==> config.mk <==
export PLATFORM = sky130hd
export DESIGN_NAME = bcd_to_bin
export DESIGN_NICKNAME = d
export VERILOG_FILES = /design/src/rtl/bcd_to_bin.sv
export SDC_FILE = /design/constraint.sdc
export NUM_CORES = 1
export LEC_CHECK = 0
export ABC_AREA = 1
export BUFFER_PORTS_ARGS = -buffer_cell sky130_fd_sc_hd__buf_2
export CORE_MARGIN = 4
export CORE_UTILIZATION = 51
export DETAILED_ROUTE_END_ITERATION = 16
export PLACE_DENSITY = 0.73
export SLEW_MARGIN = 15
export SYNTH_ARGS = -nofsm -noshare
export SYNTH_HDL_FRONTEND = slang
export SYNTH_SLANG_ARGS = --single-unit
==> constraint.sdc <==
create_clock -name clk -period 1.32 [get_ports clk]
set_input_delay 0.198 -clock clk [delete_from_list [all_inputs] [get_ports clk]]
set_output_delay 0.198 -clock clk [all_outputs]
set_load 0.05 [all_outputs]
==> src/rtl/bcd_to_bin.sv <==
// ---------------------------------------------------------------------------
// bcd_to_bin
//   Converts a four-digit packed BCD number (thousands..units) to binary with
//   a sequential reverse double-dabble: one shift per clock for OUT_W clocks.
//   Digits are captured on the accepting edge only. Any digit above 9 skips
//   the shifting entirely and reports err with a zero result.
//
// Ports
//   clk    in   system clock, rising edge
//   reset  in   asynchronous, active-low reset
//   start  in   conversion request, honoured only while idle
//   milh   in   [3:0] thousands digit
//   cent   in   [3:0] hundreds digit
//   dec    in   [3:0] tens digit
//   un     in   [3:0] units digit
//   bin    out  [OUT_W-1:0] result, held until the next completion
//   busy   out  conversion in progress
//   done   out  one-cycle completion pulse (bin/err valid)
//   err    out  last conversion had an out-of-range digit
// ---------------------------------------------------------------------------
module bcd_to_bin #(
    parameter int OUT_W = 16
) (
    input  logic             clk,
    input  logic             reset,
    input  logic             start,
    input  logic [3:0]       milh,
    input  logic [3:0]       cent,
    input  logic [3:0]       dec,
    input  logic [3:0]       un,
    output logic [OUT_W-1:0] bin,
    output logic             busy,
    output logic             done,
    output logic             err
);

    localparam int CNT_W = (OUT_W > 1) ? $clog2(OUT_W) : 1;
    localparam logic [CNT_W-1:0] LAST_CNT = CNT_W'(OUT_W - 1);

    typedef enum logic [1:0] {
        IDLE  = 2'd0,
        SHIFT = 2'd1,
        DONE  = 2'd2
    } state_t;

    state_t             r_state;
    state_t             w_state_next;
    logic [15:0]        r_bcd;
    logic [OUT_W-1:0]   r_sr;
    logic [CNT_W-1:0]   r_cnt;
    logic               r_bad;
    logic [OUT_W-1:0]   r_bin;
    logic               r_busy;
    logic               r_done;
    logic               r_err;

    logic               w_in_bad;
    logic [OUT_W+15:0]  w_shift_cat;
    logic [15:0]        w_bcd_sh;
    logic [OUT_W-1:0]   w_sr_sh;
    logic [15:0]        w_bcd_adj;

    assign w_in_bad = (milh > 4'd9) || (cent > 4'd9) || (dec > 4'd9) || (un > 4'd9);

    // The BCD register and result register shift as one word, so the BCD LSB
    // drops into the result MSB.
    assign w_shift_cat = {r_bcd, r_sr} >> 1;
    assign w_bcd_sh    = w_shift_cat[OUT_W+15:OUT_W];
    assign w_sr_sh     = w_shift_cat[OUT_W-1:0];

    // Undo the decimal carry: a nibble that reached 8+ after the halving held
    // a borrowed 10 (5 after halving) that must become a binary 8, i.e. -3.
    generate
        for (genvar gi = 0; gi < 4; gi++) begin : g_nibble_adj
            assign w_bcd_adj[4*gi +: 4] = (w_bcd_sh[4*gi +: 4] >= 4'd8)
                                        ? (w_bcd_sh[4*gi +: 4] - 4'd3)
                                        : w_bcd_sh[4*gi +: 4];
        end
    endgenerate

    always_comb begin
        w_state_next = r_state;
        case (r_state)
            IDLE:    if (start) w_state_next = SHIFT;
            SHIFT:   if (r_bad || (r_cnt == LAST_CNT)) w_state_next = DONE;
            DONE:    w_state_next = IDLE;
            default: w_state_next = IDLE;
        endcase
    end

    always_ff @(posedge clk or negedge reset) begin
        if (!reset) begin
            r_state <= IDLE;
            r_bcd   <= '0;
            r_sr    <= '0;
            r_cnt   <= '0;
            r_bad   <= 1'b0;
            r_bin   <= '0;
            r_busy  <= 1'b0;
            r_done  <= 1'b0;
            r_err   <= 1'b0;
        end else begin
            r_state <= w_state_next;
            r_done  <= 1'b0;
            case (r_state)
                IDLE: begin
                    if (start) begin
                        r_bcd  <= {milh, cent, dec, un};
                        r_sr   <= '0;
                        r_cnt  <= '0;
                        r_bad  <= w_in_bad;
                        r_busy <= 1'b1;
                    end
                end
                SHIFT: begin
                    if (r_bad) begin
                        // Bad digit: leave immediately, busy lasts one cycle.
                        r_busy <= 1'b0;
                    end else begin
                        r_bcd <= w_bcd_adj;
                        r_sr  <= w_sr_sh;
                        if (r_cnt != LAST_CNT) begin
                            r_cnt <= r_cnt + CNT_W'(1);
                        end
                    end
                end
                DONE: begin
                    r_bin  <= r_bad ? '0 : r_sr;
                    r_err  <= r_bad;
                    r_done <= 1'b1;
                    r_busy <= 1'b0;
                end
                default: ;
            endcase
        end
    end

    assign bin  = r_bin;
    assign busy = r_busy;
    assign done = r_done;
    assign err  = r_err;

endmodule

Word-level counts from Yosys, hierarchy flattened
Index checks and enable logic that the tools add are counted.

Bits in registers: 58. Input port bits: 19. Output and inout port bits: 19. Logic and storage cells: 65.

Add/subtract/negate cells: 5. Order comparisons: 8. Eq/ne operators: 9. Muxes and demuxes: 22. Reductions and logical operators: 12.

Operators by type and width (count): two-way mux 16 bit (5); case mux 16 bit (2 select lines) (2); two-way mux 4 bit (7); greater-than comparator 4 bit (second input constant) (4); >= comparator 4 bit (second input constant) (3); subtractor 4 x 2 -> 4 bit (second input constant) (3); != test 2 bit (second input constant) (5); case mux 4 bit (2 select lines) (1); AND reduction 3 bit (2); adder 4 x 1 -> 4 bit (second input constant) (1); equality test 4 bit (second input constant) (1); >= comparator 3 x 4 -> 1 bit (second input constant) (1); logical OR 1 bit (4); two-way mux 2 bit (2); != test 4 bit (second input constant) (1); case mux 2 bit (2 select lines) (1); AND reduction 2 bit (2); AND reduction 4 bit (1); subtractor 3 x 2 -> 4 bit (second input constant) (1); two-way mux 1 bit (3); case mux 1 bit (3 select lines) (1); nonzero test 3 bit (1); equality test 2 x 1 -> 1 bit (second input constant) (1); equality test 2 bit (second input constant) (1); other kinds (2) (2).

Logic depth before layout (Yosys ltp)
Gate-level depths: netlist (run 1).

Depth in word-level cells: 4. Mapped depth: 9. Depth with buffers taken out: 9.

Worst setup path after synthesis (run 1)
OpenSTA, ideal clock, no wires.

Path kind: register to register. Start: reg r_state[1]. End: reg r_bcd[4]. Library setup time: 0.120 ns. Arrival: 1.219 ns. Data required time: 1.200 ns. Path slack: -0.019 ns. Cell stages (with the launch flop): 10. Path buffers: 2. Period minus slack after synthesis: 1.339 ns. Path through: dfrtp_1 -> inv_1 -> ha_1 -> buf_6 -> nand2_2 -> nand3_4 -> inv_4 -> buf_12 -> nand2_2 -> o21ai_2.

Cells in the longest elaborated chain, start to end: 3. Elaborated cells between the ends (all ways): 7. Those cells by class: eq/ne: 3; mux: 1; reduce/logical: 3.

RTL lines: start: declaration (RTL line 46) `state_t r_state;`; start signal: assignment (RTL line 103) `r_state <= w_state_next;`; equality test 2 x 1 -> 1 bit or logical NOT 2 bit (tied branches) (RTL line 105) `case (r_state)`; != test 2 bit (no line) or nonzero test 2 bit (tied branches); AND reduction 3 bit (no line); end signal: assignment (RTL line 108) `r_bcd <= {milh, cent, dec, un};`; end signal: assignment (RTL line 120) `r_bcd <= w_bcd_adj;`; end: declaration (RTL line 48) `logic [15:0] r_bcd;`.

Parallel ways exist; a longest one is shown, timed or not. A chain may end at the register's enable or synchronous reset.

Final worst setup path (run 1)
Start: reg r_state[1]. End: reg r_busy, in the netlist busy.

Cells in the longest elaborated chain, start to end: 3. Elaborated cells between the ends (all ways): 8. Those cells by class: eq/ne: 4; mux: 1; reduce/logical: 3.

RTL lines: equality test 2 x 1 -> 1 bit (tied with other cells) (RTL line 105); != test 2 bit (no line) or nonzero test 3 bit (tied branches); AND reduction 3 bit (no line); end signal: assignment (RTL line 99) `r_busy <= 1'b0;`; end signal: assignment (RTL line 112) `r_busy <= 1'b1;`; end signal: assignment (RTL line 118) `r_busy <= 1'b0;`; end: declaration (RTL line 53) `logic r_busy;`.

Parallel ways exist; a longest one is shown, timed or not.

==> results.py, run 1 <==
metrics = {
    "status": {
        "outcome": "finished with violations",
        "violations": "setup timing",
    },
    "drt": {
        "routed_wirelength_um": 6084,
        "viasPerCell": 4.998,
        "drc_errors": 0,
        "detail-route-antenna-nets": 0,
        "drt_iter0_drc": 82,
        "routed-via-count": 2359,
        "first_pass_iters": 4,
        "avgRoutedWirePerCell_um": 12.89,
    },
    "hold_path": {
        "hp-class": "in -> reg",
    },
    "critical_path": {
        "critPathMaxFanout": 3,
        "crit_type": "reg -> reg",
        "worstPathCellList": "inv_2 -> ha_4 -> buf_6 -> nand2_4 -> buf_4 -> buf_6 -> nand2_1 -> nand2_1 -> nand2_1 -> o21ai_0",
        "crit_path_start_kind": "flop",
        "slowest_stage": "dfrtp_1",
        "critical_path_required_ps": 1530,
        "worst-path-buf-inv": 4,
        "crit_family": "buffers and inverters",
        "arrival_ps": 1660,
        "slowest_delay_ps": 390,
        "end_kind": "flop",
        "cp_common_cell": "nand2_1",
    },
    "sta": {
        "skew_ps": 7.228,
        "finalCritPeriodShare_pct": 109.7,
        "relSlewSlack_pct": 79.34,
        "finalCriticalPeriod_ps": 1448,
        "worstMarginPinSlew_ps": 309.8,
        "setup_viol_count_final": 37,
        "fin_ws_ps": -128.1,
        "whs_ps": 110.9,
        "rsz0062_at_grt": "yes",
        "slew_viol_final": 0,
        "hold_violations": 0,
        "max_clock_freq_mhz": 690.6,
    },
    "pwr": {
        "p_leak_nw": 1.858,
        "p_total_mw": 8.265,
        "ir_drop_mv": 1.342,
        "powerDensity_nw_per_um2": 2268,
    },
    "yosys": {
        "yosys_warnings": 0,
        "synth-seq-area-share_pct": 51.10,
        "synth.distinct_cells": 24,
        "synth-seq-cells": 58,
        "syn_inst": 335,
        "syn_avg_cell_area_sq_um": 8.478,
        "syn_nets": 364,
        "syn-cell-area_sq_um": 2840,
    },
    "placed_design": {
        "io_buffers": 37,
        "dp.cells": 450,
        "place_congestion": 0.7772,
        "hpwl_um": 3986,
    },
    "finish": {
        "postLayoutCoreUtil_pct": 69.59,
        "nNetsFinal": 427,
        "area_growth_syn_to_layout_pct": 28.33,
        "drive_gt1_share_pct": 31.84,
        "finalNonFillerCells": 472,
        "diodes": 0,
    },
    "flow_run": {
        "max_cap_viol_count": 0,
    },
    "floorplan": {
        "core_sq_um": 5238,
        "die_y_um": 82.63,
        "std_cell_rows": 26,
        "dieArea_sq_um": 6827,
        "dieWidth_um": 82.63,
        "start_util_pct": 54.23,
        "io-pin-count": 38,
    },
    "cts": {
        "clk_pin_slew_worst_paths_ps": 70,
        "clock-sinks": 58,
        "clkLatencyLatePin_ps": 330,
        "cts_tree": "yes",
        "ctsLongestPathBuffers": 2,
        "cts-root-buf": "clkbuf_8",
        "cts_buffers": 9,
        "h-tree-depth": 3,
    },
    "global_routing": {
        "grtUsageTotal_pct": 19.64,
        "grt_overflow": 0,
        "grt_pass1_wl_um": 10140,
        "grt_max_degree": 59,
        "antenna_found_initial": 0,
        "grt_pass1_vias": 2236,
    },
}
## cell families (layout without fill, tap and decap cells)
logic type	after synthesis	after routing	share of synthesized area (%)
AOI/OAI and AO/OA	56	56	11.85
buffers and inverters	51	118	9.207
DFF	58	58	51.10
adders and majority gates	10	10	4.405
and+or+nand+nor	160	160	23.44
## stage by stage
stage / TNS (ps) / setup slack (ps) / cell area [sq um]
after floorplan: -0.9913 / -0.9913 / 2848
after global placement: -713.0 / -44.56 / 3217
after detailed placement: -2937 / -116.8 / 3217
after CTS: -1359 / -59.17 / 3550
after global routing: -5411 / -158.2 / 3645
final: -2542 / -128.1 / 3645
## synth_stat cells
library cell  instances  area [sq um]
dfrtp_1              58          1451
o21ai_0              27         135.1
buf_12                1         20.02
nand2_2               7         43.79
ha_1                 10         125.1
nor2_1               20         75.07
nand2_1             118         442.9
buf_4                 1         7.510
a21oi_1               3         15.01
nand3_1              10         50.05
inv_1                37         138.9
nor2_4                1         11.26
nand3_4               1         17.52
a22o_1                1         8.760
o21bai_1              3         22.52
buf_6                 6         67.56
nor3b_2               1         12.51
nand4_1               2         12.51
buf_2                 2         10.01
inv_2                 2         7.510
clkbuf_1              1         3.750
inv_4                 1         6.260
o21ai_2               7         61.31
o22ai_1              15         93.84
## cell type report
type / instances / area [sq um]
Clock buffer: 13 / 168.9
Sequential cell: 58 / 1451
Tap cell: 70 / 87.58
Fill cell: 413 / 1593
Multi-Input combinational cell: 226 / 1266
Clock inverter: 2 / 35.03
Inverter: 40 / 162.7
Timing Repair Buffer: 63 / 473.0
## final timing paths
path	start	to	slack [ps]	depth (start not counted)
setup reg to reg	r_state[1]	busy	-130	10
setup / recovery	r_state[1]	busy	-130	10
hold / removal	milh[3]	r_bcd[15]	110	3
max in group asynchronous	reset	r_sr[10]	670	3
hold reg to reg	bin[2]	bin[2]	480	2
min in group asynchronous	reset	done	400	3
## timing repair
action | in CTS | in global routing
gates resized for setup | 25 | 32
pin swaps | 3 | 4
hold buffers | 1 | 0
hold endpoints to repair | 58 | 0
setup buffers | 2 | 2
gates cloned | 1 | 1
setup endpoints to repair | 37 | 56
## routing by layer
layer  global-route usage, %  wire length, um
met1                   25.02             2659
met2                   32.61             3002
met3                   4.013              291
met4                   8.007              130
met5                       0                0
## worst reg2reg max path: stages, from the launching register on
cell and delay (ps):
dfrtp_1 390, inv_2 110, ha_4 170, buf_6 110, nand2_4 50, buf_4 150, buf_6 100, nand2_1 60
nand2_1 70, nand2_1 60, o21ai_0 70
## state kept, by name, summed over array words and instances, names as in the netlist
signal,flops
bin,16
busy,1
done,1
err,1
r_bad,1
r_bcd,16
r_cnt,4
r_sr,16
r_state,2
## cells in the final DEF (no fill, tap or decap), types with 7 or more instances in the layout
master,count
buf_4,11
o21ai_0,19
dfrtp_1,58
nand3_1,10
clkbuf_8,12
o21ai_2,8
ha_1,7
o21ai_1,7
nor2_1,14
nand2_1,106
o22ai_1,9
nand2_2,16
inv_1,33
buf_2,38
buf_6,8
## where the power goes
| part | total (mW) | switching [mW] | internal, mW |
|---|---|---|---|
| clock | 1.68 | 0.665 | 1.01 |
| sequential | 2.45 | 0.313 | 2.14 |
| combinational | 4.14 | 2.40 | 1.74 |
Note: power is estimated with default switching activity, not from simulation.
==> run 2, diff against run 1 <==
--- a/config.mk
+++ b/config.mk
@@ -11,6 +11,7 @@
 export CORE_UTILIZATION = 51
 export DETAILED_ROUTE_END_ITERATION = 16
 export PLACE_DENSITY = 0.73
+export SETUP_SLACK_MARGIN = 0.2
 export SLEW_MARGIN = 15
 export SYNTH_ARGS = -nofsm -noshare
 export SYNTH_HDL_FRONTEND = slang
==> run 2 against run 1 <==
The flow still finishes with violations (setup timing); critical path depth is 3 lower; clock-buffer cell count is 2 lower; core utilization is 4.0 points higher; setup slack better by 67 ps; global-route usage is 0.87 points higher; largest power group unchanged.
==> results.py, run 2 (synthesis results as in run 1) <==
metrics = {
    "floorplan": {
        "io-pin-count": 38,
        "std_cell_rows": 26,
        "die_y_um": 82.63,
        "start_util_pct": 54.23,
        "dieWidth_um": 82.63,
        "core_sq_um": 5238,
        "dieArea_sq_um": 6827,
    },
    "drt": {
        "detail-route-antenna-nets": 0,
        "viasPerCell": 4.809,
        "avgRoutedWirePerCell_um": 12.55,
        "drc_errors": 0,
        "routed_wirelength_um": 6051,
        "drt_iter0_drc": 59,
        "first_pass_iters": 4,
        "routed-via-count": 2318,
    },
    "finish": {
        "final_design_area_no_fill_sq_um": 3856,
        "layout_commonest_cell": "nand2_1",
        "drive_gt1_share_pct": 34.47,
        "area_growth_syn_to_layout_pct": 35.77,
        "fillers": 413,
        "nNetsFinal": 436,
        "finalNonFillerCells": 482,
        "layout_common_cells": "nand2_1, dfrtp_1, inv_1",
        "diodes": 0,
    },
    "sta": {
        "max_clock_freq_mhz": 724.2,
        "skew_ps": 5.141,
        "slew_viol_final": 0,
        "hold_violations": 0,
        "fin_ws_ps": -60.90,
        "finalCriticalPeriod_ps": 1381,
        "rsz0062_at_grt": "yes",
        "worstMarginPinSlew_ps": 359.2,
        "finalCritPeriodShare_pct": 104.6,
        "relSlewSlack_pct": 75.80,
        "setup_viol_count_final": 50,
    },
    "flow_run": {
        "max_cap_viol_count": 0,
    },
    "cts": {
        "cts-root-buf": "clkbuf_8",
        "clock-sinks": 58,
        "clkLatencyLatePin_ps": 330,
        "ctsLongestPathBuffers": 2,
        "cts_buffers": 9,
        "cts_tree": "yes",
        "clk_pin_slew_worst_paths_ps": 60,
        "h-tree-depth": 3,
    },
    "critical_path": {
        "slowest_delay_ps": 430,
        "crit_family": "flip-flops",
        "critical_path_required_ps": 1530,
        "arrival_ps": 1590,
        "critPathMaxFanout": 14,
        "worstPathCellList": "ha_4 -> buf_6 -> nand2_4 -> nand3_4 -> inv_6 -> buf_12 -> o22ai_1",
        "end_kind": "flop",
        "crit_path_start_kind": "flop",
        "worst-path-buf-inv": 3,
        "slowest_stage": "dfrtp_1",
        "crit_type": "reg -> reg",
    },
    "pwr": {
        "p_leak_nw": 1.942,
        "combPwrFrac_pct": 49.5,
        "switchingPower_mw": 3.319,
        "ir_drop_mv": 1.277,
        "p_sw_share_pct": 39.49,
        "power_frac_clock_pct": 21.2,
        "power.internal_mw": 5.086,
        "powerDensity_nw_per_um2": 2180,
        "power_frac_seq_pct": 29.2,
    },
    "placed_design": {
        "dp.cells": 455,
        "dpl_cell_area_sq_um": 3272,
        "place_congestion": 0.7792,
        "io_buffers": 37,
        "hpwl_um": 4052,
    },
    "global_routing": {
        "antenna_found_initial": 0,
        "grt_pass1_wl_um": 10380,
        "grtUsageTotal_pct": 20.50,
        "grt_max_degree": 46,
        "grt_overflow": 0,
        "grt_pass1_vias": 2272,
    },
    "status": {
        "violations": "setup timing",
        "outcome": "finished with violations",
    },
    "hold_path": {
        "hp-class": "in -> reg",
    },
}
run 2: worst register-to-register path: stages, from the launching register on:
cell	delay, ps
dfrtp_1	430
ha_4	200
buf_6	120
nand2_4	60
nand3_4	120
inv_6	110
buf_12	140
o22ai_1	80
run 2: power groups by stage:
stage	clock network [mW]	logic (mW)	registers (mW)
final	1.79	4.16	2.46
after global placement	0	3.55	2.44
after floorplan	0	2.44	2.53
after CTS	1.84	4.04	2.45
after detailed placement	0	3.65	2.45
after global routing	1.94	4.59	2.50
run 2: path summary, 6_finish.rpt:
path | startpoint | to | slack [ps] | cells past startpoint
max | r_state[0] | r_sr[7] | -60 | 7
min | milh[3] | r_bcd[15] | 110 | 3
max reg2reg | r_state[0] | r_sr[7] | -60 | 7
min reg2reg | r_bcd[15] | r_bcd[15] | 500 | 2
max in group asynchronous | reset | r_bcd[13] | 490 | 3
min in group asynchronous | reset | bin[7] | 290 | 2
run 2: timing repair:
action	in CTS	in global routing
gates cloned	0	0
pin swaps	3	3
hold buffers	1	0
endpoints found under the setup margin	75	77
hold endpoints to repair	13	0
buffers inserted	3	7
gates resized for setup	82	20
run 2: final cells by class:
| type | instances | area [sq um] | share of cell area, % |
|---|---|---|---|
| inverters | 40 | 160.2 | 4.153 |
| multi-input cells | 226 | 1279 | 33.16 |
| well taps | 70 | 87.58 | 2.271 |
| flip-flops and latches | 58 | 1451 | 37.64 |
| clock inverters | 5 | 77.57 | 2.012 |
| clock buffers | 11 | 141.4 | 3.666 |
| repair buffers | 72 | 659.4 | 17.10 |
run 2: layer usage:
layer	up-vias	part of all wire, %	track usage [%]
li1	1202	-	-
met4	0	2.2	9.804
met1	1060	45	24.34
met3	12	4.4	6.616
met5	-	0	0
met2	44	49	33.57
run 2: through the flow:
step / hold slack [ps] / utilization (%) / worst slack, ps / power (mW) / setup TNS (ps)
after floorplan: -97.59 / - / 17.32 / 4.970 / 0
after global placement: 111.7 / 62.47 / -84.12 / 5.993 / -1435
after detailed placement: 110.6 / 62.47 / -135.2 / 6.099 / -3461
after CTS: 93.73 / 71.45 / -61.15 / 8.330 / -1210
after global routing: 125.7 / 73.63 / -130.6 / 9.029 / -5439
final: 111.7 / 73.63 / -60.90 / 8.405 / -1662
